## src/rtl/vga_pkg.sv

```systemverilog
// Shared VGA capture definitions: default 720p totals, capture FSM states
// and the colour/frame-length helpers used by the capture controller.
package vga_pkg;

  localparam int HTOTAL_DEF = 1650;
  localparam int VTOTAL_DEF = 750;
  localparam int PIX_W      = 21;

  typedef enum logic [1:0] {
    IDLE    = 2'd0,
    SKIP    = 2'd1,
    CAPTURE = 2'd2,
    DONE    = 2'd3
  } capture_state_t;

  function automatic logic [PIX_W-1:0] frame_pixels(input int htotal, input int vtotal);
    return PIX_W'(htotal * vtotal);
  endfunction

  function automatic logic [7:0] expand4(input logic [3:0] c);
    return {c, c};
  endfunction

  localparam logic [PIX_W-1:0] FRAME_PIXELS = frame_pixels(HTOTAL_DEF, VTOTAL_DEF);

endpackage

```

## src/rtl/vga_capture_ctrl_frame_len_checker.sv

```systemverilog
// Counts pixels of each captured frame and flags (stickily) any frame whose
// length differs from the nominal total when the next frame start arrives.
module frame_len_checker
  import vga_pkg::*;
#(
  parameter logic [PIX_W-1:0] FRAME_LEN = FRAME_PIXELS
) (
  input  logic clk,
  input  logic rst_n,
  input  logic start,
  input  logic active,
  input  logic fs,
  output logic sync_err
);

  localparam logic [PIX_W-1:0] PIX_MAX = 21'h1F_FFFF;

  logic [PIX_W-1:0] pix_cnt_r;
  logic             sync_err_r;

  // The fs cycle itself is pixel 1 of the new frame, hence the reload to 1.
  always_ff @(posedge clk or negedge rst_n) begin
    if (!rst_n) begin
      pix_cnt_r  <= 21'd0;
      sync_err_r <= 1'b0;
    end else if (start) begin
      pix_cnt_r  <= 21'd1;
    end else if (active) begin
      if (fs) begin
        pix_cnt_r <= 21'd1;
        if (pix_cnt_r != FRAME_LEN) begin
          sync_err_r <= 1'b1;
        end
      end else if (pix_cnt_r != PIX_MAX) begin
        pix_cnt_r <= pix_cnt_r + 21'd1;
      end
    end
  end

  assign sync_err = sync_err_r;

endmodule

```

## src/rtl/vga_capture_ctrl.sv

```systemverilog
// Capture controller feeding the frame writer: expands 4-bit VGA colour to
// 8 bits and frames the capture with one-cycle go pulses at frame start.
module vga_capture_ctrl
  import vga_pkg::*;
#(
  parameter int HTOTAL      = HTOTAL_DEF,
  parameter int VTOTAL      = VTOTAL_DEF,
  parameter int SKIP_FRAMES = 1,
  parameter int NUM_FRAMES  = 2
) (
  input  logic        clk,
  input  logic        rst_n,
  input  logic        enable,
  input  logic [10:0] hcount,
  input  logic [10:0] vcount,
  input  logic [11:0] rgb_in,
  output logic [7:0]  r,
  output logic [7:0]  g,
  output logic [7:0]  b,
  output logic        go,
  output logic        busy,
  output logic        done,
  output logic [7:0]  frame_cnt,
  output logic        sync_err
);

  localparam logic [PIX_W-1:0] FRAME_LEN = frame_pixels(HTOTAL, VTOTAL);
  localparam logic [7:0]       SKIP_LIM  = 8'(SKIP_FRAMES);
  localparam logic [7:0]       NUM_LIM   = 8'(NUM_FRAMES);

  capture_state_t state_r;
  logic [7:0]     skip_cnt_r;
  logic [7:0]     frame_cnt_r;
  logic           go_r;
  logic           busy_r;
  logic           done_r;
  logic [7:0]     r_r;
  logic [7:0]     g_r;
  logic [7:0]     b_r;
  logic           fs_s;
  logic           start_s;
  logic           active_s;

  assign fs_s     = (hcount == 11'd0) && (vcount == 11'd0);
  assign start_s  = (state_r == SKIP) && fs_s && (skip_cnt_r == SKIP_LIM);
  assign active_s = (state_r == CAPTURE);

  // Colour expansion, registered every cycle so it lines up with go.
  always_ff @(posedge clk or negedge rst_n) begin
    if (!rst_n) begin
      r_r <= 8'd0;
      g_r <= 8'd0;
      b_r <= 8'd0;
    end else begin
      r_r <= expand4(rgb_in[11:8]);
      g_r <= expand4(rgb_in[7:4]);
      b_r <= expand4(rgb_in[3:0]);
    end
  end

  // Capture sequencing; busy/done are updated alongside the state they decode.
  always_ff @(posedge clk or negedge rst_n) begin
    if (!rst_n) begin
      state_r     <= IDLE;
      skip_cnt_r  <= 8'd0;
      frame_cnt_r <= 8'd0;
      go_r        <= 1'b0;
      busy_r      <= 1'b0;
      done_r      <= 1'b0;
    end else begin
      go_r <= 1'b0;
      case (state_r)
        IDLE: begin
          if (enable) begin
            state_r    <= SKIP;
            skip_cnt_r <= 8'd0;
          end
        end
        SKIP: begin
          if (fs_s) begin
            if (skip_cnt_r == SKIP_LIM) begin
              state_r <= CAPTURE;
              go_r    <= 1'b1;
              busy_r  <= 1'b1;
            end else begin
              skip_cnt_r <= skip_cnt_r + 8'd1;
            end
          end
        end
        CAPTURE: begin
          if (fs_s) begin
            go_r        <= 1'b1;
            frame_cnt_r <= frame_cnt_r + 8'd1;
            if ((frame_cnt_r + 8'd1) == NUM_LIM) begin
              state_r <= DONE;
              busy_r  <= 1'b0;
              done_r  <= 1'b1;
            end
          end
        end
        DONE: begin
          state_r <= DONE;
        end
        default: begin
          state_r <= IDLE;
          busy_r  <= 1'b0;
          done_r  <= 1'b0;
        end
      endcase
    end
  end

  frame_len_checker #(
    .FRAME_LEN (FRAME_LEN)
  ) u_frame_len_checker (
    .clk      (clk),
    .rst_n    (rst_n),
    .start    (start_s),
    .active   (active_s),
    .fs       (fs_s),
    .sync_err (sync_err)
  );

  assign r         = r_r;
  assign g         = g_r;
  assign b         = b_r;
  assign go        = go_r;
  assign busy      = busy_r;
  assign done      = done_r;
  assign frame_cnt = frame_cnt_r;

endmodule

```

## config.mk

```make
export PLATFORM = sky130hd
export DESIGN_NAME = vga_capture_ctrl
export DESIGN_NICKNAME = d
export VERILOG_FILES = /design/src/rtl/vga_pkg.sv /design/src/rtl/vga_capture_ctrl_frame_len_checker.sv /design/src/rtl/vga_capture_ctrl.sv
export SDC_FILE = /design/constraint.sdc
export NUM_CORES = 1
export LEC_CHECK = 0
export CAP_MARGIN = 10
export CORE_AREA = 5 5 88 90
export DETAILED_ROUTE_END_ITERATION = 8
export DIE_AREA = 0 0 93 95
export PLACE_DENSITY = 0.85
export REMOVE_ABC_BUFFERS = 1
export SLEW_MARGIN = 20
export SYNTH_ARGS = -nofsm -noshare
export SYNTH_HDL_FRONTEND = slang
export SYNTH_SLANG_ARGS = --single-unit
```

## constraint.sdc

```tcl
create_clock -name clk -period 2.4 [get_ports clk]
set_input_delay 0.24 -clock clk [delete_from_list [all_inputs] [get_ports clk]]
set_output_delay 0.24 -clock clk [all_outputs]
set_load 0.05 [all_outputs]
```

==> metrics.csv <==
metric,value,unit
status,"finished, final reports clean",
initial antenna violation count,0,
"Arr. time, crit path",2580,ps
GPL Wtd Cong,0.854,
area post-placement,3770,sq um
clk slew on worst S/H paths,110,ps
RSZ-0062 raised after global routing,true,
final worst path period share,97.2,%
GRT Total Usage,15.6,%
hold crit path type,input pin to flop,
Lkg Pwr,1.75,nW
pre-CTS setup slack,-37.7,ps
Final Hold Violating Endpoints,0,
global route overflow,0,
Starting Density,41.7,%
core region area,6980,sq um
"non-filler cells, final",458,
Synth warnings,0,
IO Pins,73,
met2 WL,3570,um
ys async rst share,100,%
drt first pass iters,4,
NumNets Final,423,
startpoint types,flop,
Worst Max-Slew Pin Slew,596,ps
Inst Count DP,449,
max_slew headroom,59.2,%
Die Y,95,um
clock root cell,clkbuf_8,
Die Span X,93,um
Post-synth EDFFs,0,
DR top layer,met4,
number of port buffers,72,
Worst EP required,2640,ps
Clock Sinks,55,
met1 WL,2840,um
max-slew violation count,0,
Setup Skew,15.6,ps
Seq cells post-synth,55,
Register Area,1380,sq um
VDD IR-drop max,0.224,mV
met3 routed WL,411,um
Mapped Cells,294,
global-route wire length before repair,11200,um
"Max FO, Critical Path",7,
MaxCap Viol Count,0,
dominant synthesized flop cell,dfrtp_1,
CTS Buf Count,5,
kind of critical path,flop to flop,
"most common cell after layout, fill and taps aside",clkdlybuf4s50_1,
final antenna-violating net count,0,
Clock Path Buffers,2,
via density per instance,5.47,
DR iter-0 viols,159,
count of cell types in the netlist,49,
Finished Cell Area,3890,sq um
Wirelength per Cell,15.0,um
pin count of the biggest net entering global routing,56,
FP Rows,31,
Fmax,429,MHz
most frequent cells in the layout,"clkdlybuf4s50_1, dfrtp_1, nor2_1",
DIE AREA,8840,sq um
PD cells,426,nW/um^2
area of the multi-input gates,1390,sq um
Area Overhead vs Synth,33.7,%
CP endpoint kind,flop,
post-CTS setup buffer count,0,
Avg Inst Size Synth,9.90,sq um
H-tree depth,2,
PnR Total Power,1.66,mW
layout cells sized above 1,9.84,%
final wirelength,6890,um
vias in the first global route,2482,
Fillers,618,
DRC errors left,0,
HPWL after detailed placement,5250,um
TNS Setup,0,ps
Final min period,2330,ps
later-pin clock latency in the skew report,320,ps
ANT cells,0,
Setup-failing EPs final,0,
CTS tree,done,
DR vias,2506,
sequential share of the synthesized area,47.3,%
Final Worst Setup Slack,68.0,ps
mapped cell area,2910,sq um
[layout make-up]
| class | instances | share of cell area, % |
|---|---|---|
| multi-input cells | 206 | 35.7 |
| flip-flops and latches | 55 | 35.4 |
| repair buffers | 92 | 22.6 |
| well taps | 82 | 2.64 |
| clock buffers | 6 | 1.86 |
| inverters | 15 | 1.45 |
| clock inverters | 2 | 0.321 |
[final timing paths]
| path | slack [ps] | end | from | cells after the start |
|---|---|---|---|---|
| worst min-delay path | 360 | r[4] | rgb_in[8] | 1 |
| worst max register to register | 70 | u_frame_len_checker.pix_cnt_r[19] | skip_cnt_r[1] | 8 |
| worst min register to register | 480 | done | done | 1 |
| min in group asynchronous | 440 | skip_cnt_r[4] | rst_n | 3 |
| worst max-delay path | 70 | u_frame_len_checker.pix_cnt_r[19] | skip_cnt_r[1] | 8 |
| max in group asynchronous | 1690 | u_frame_len_checker.pix_cnt_r[5] | rst_n | 3 |
[synth_stat cells, types with 3 or more instances]
cell	n	area [sq um]
dfrtp_1	55	1380
clkbuf_1	5	18.8
inv_1	15	56.3
and4_1	3	26.3
nand3_1	17	85.1
xnor2_1	11	96.3
a21oi_1	4	20.0
or3_1	3	18.8
ha_1	11	138
nor2_1	30	113
xor2_1	16	140
nand4_1	17	106
o21ai_0	10	50.1
and3_1	10	62.6
buf_4	12	90.1
nor4_1	5	31.3
nand2b_1	4	25.0
nand2_1	19	71.3
nor3_1	6	30.0
nor2b_1	3	18.8
and2_1	3	18.8
[routing by layer]
layer,vias up,track usage [%]
li1,1194,-
met1,1232,17.9
met2,70,28.9
met3,10,3.82
met4,0,4.27
met5,-,0
[registers in the layout (all words and copies together) (netlist names)]
register and cells:
u_frame_len_checker.pix_cnt_r 21, frame_cnt 8, skip_cnt_r 8, b 4
g 4, r 4, state_r 2, busy 1
done 1, go 1, u_frame_len_checker.sync_err 1
[stage by stage]
stage | hold slack (ps) | utilization, %
floorplan | -55.6 | -
global placement | 258 | 54.0
detailed placement | 262 | 54.0
CTS | 352 | 55.4
global route | 341 | 55.8
finish | 356 | 55.8
[critical path, stage by stage, from the launching register on]
cell     delay (ps)
dfrtp_1         400
inv_2            70
ha_4            110
or4b_4          460
nor4_4          260
a41o_4          330
nand4_4         110
or3_1           390
a21oi_2         130
[kinds of logic (layout without fill, tap and decap cells)]
logic type	Yosys count	count (layout)	share of synthesized area (%)
simple gates	128	128	24.2
flops	55	55	47.3
compound gates	38	38	9.11
buf+inv	33	115	5.84
xor+xnor	27	27	8.12
fa+ha+maj	11	11	4.73
mux	2	2	0.688
[power breakdown]
part	internal (mW)	switching, mW
Sequential	0.936	0.00526
Clock	0.205	0.307
Combinational	0.0900	0.113
[repair_timing]
action | CTS | global route
endpoints found under the setup margin | 0 | 4
hold buffers | 1 | 0
hold endpoints to repair | 55 | 0
resized for setup | 0 | 6
Note: power is estimated with default switching activity, not from simulation.
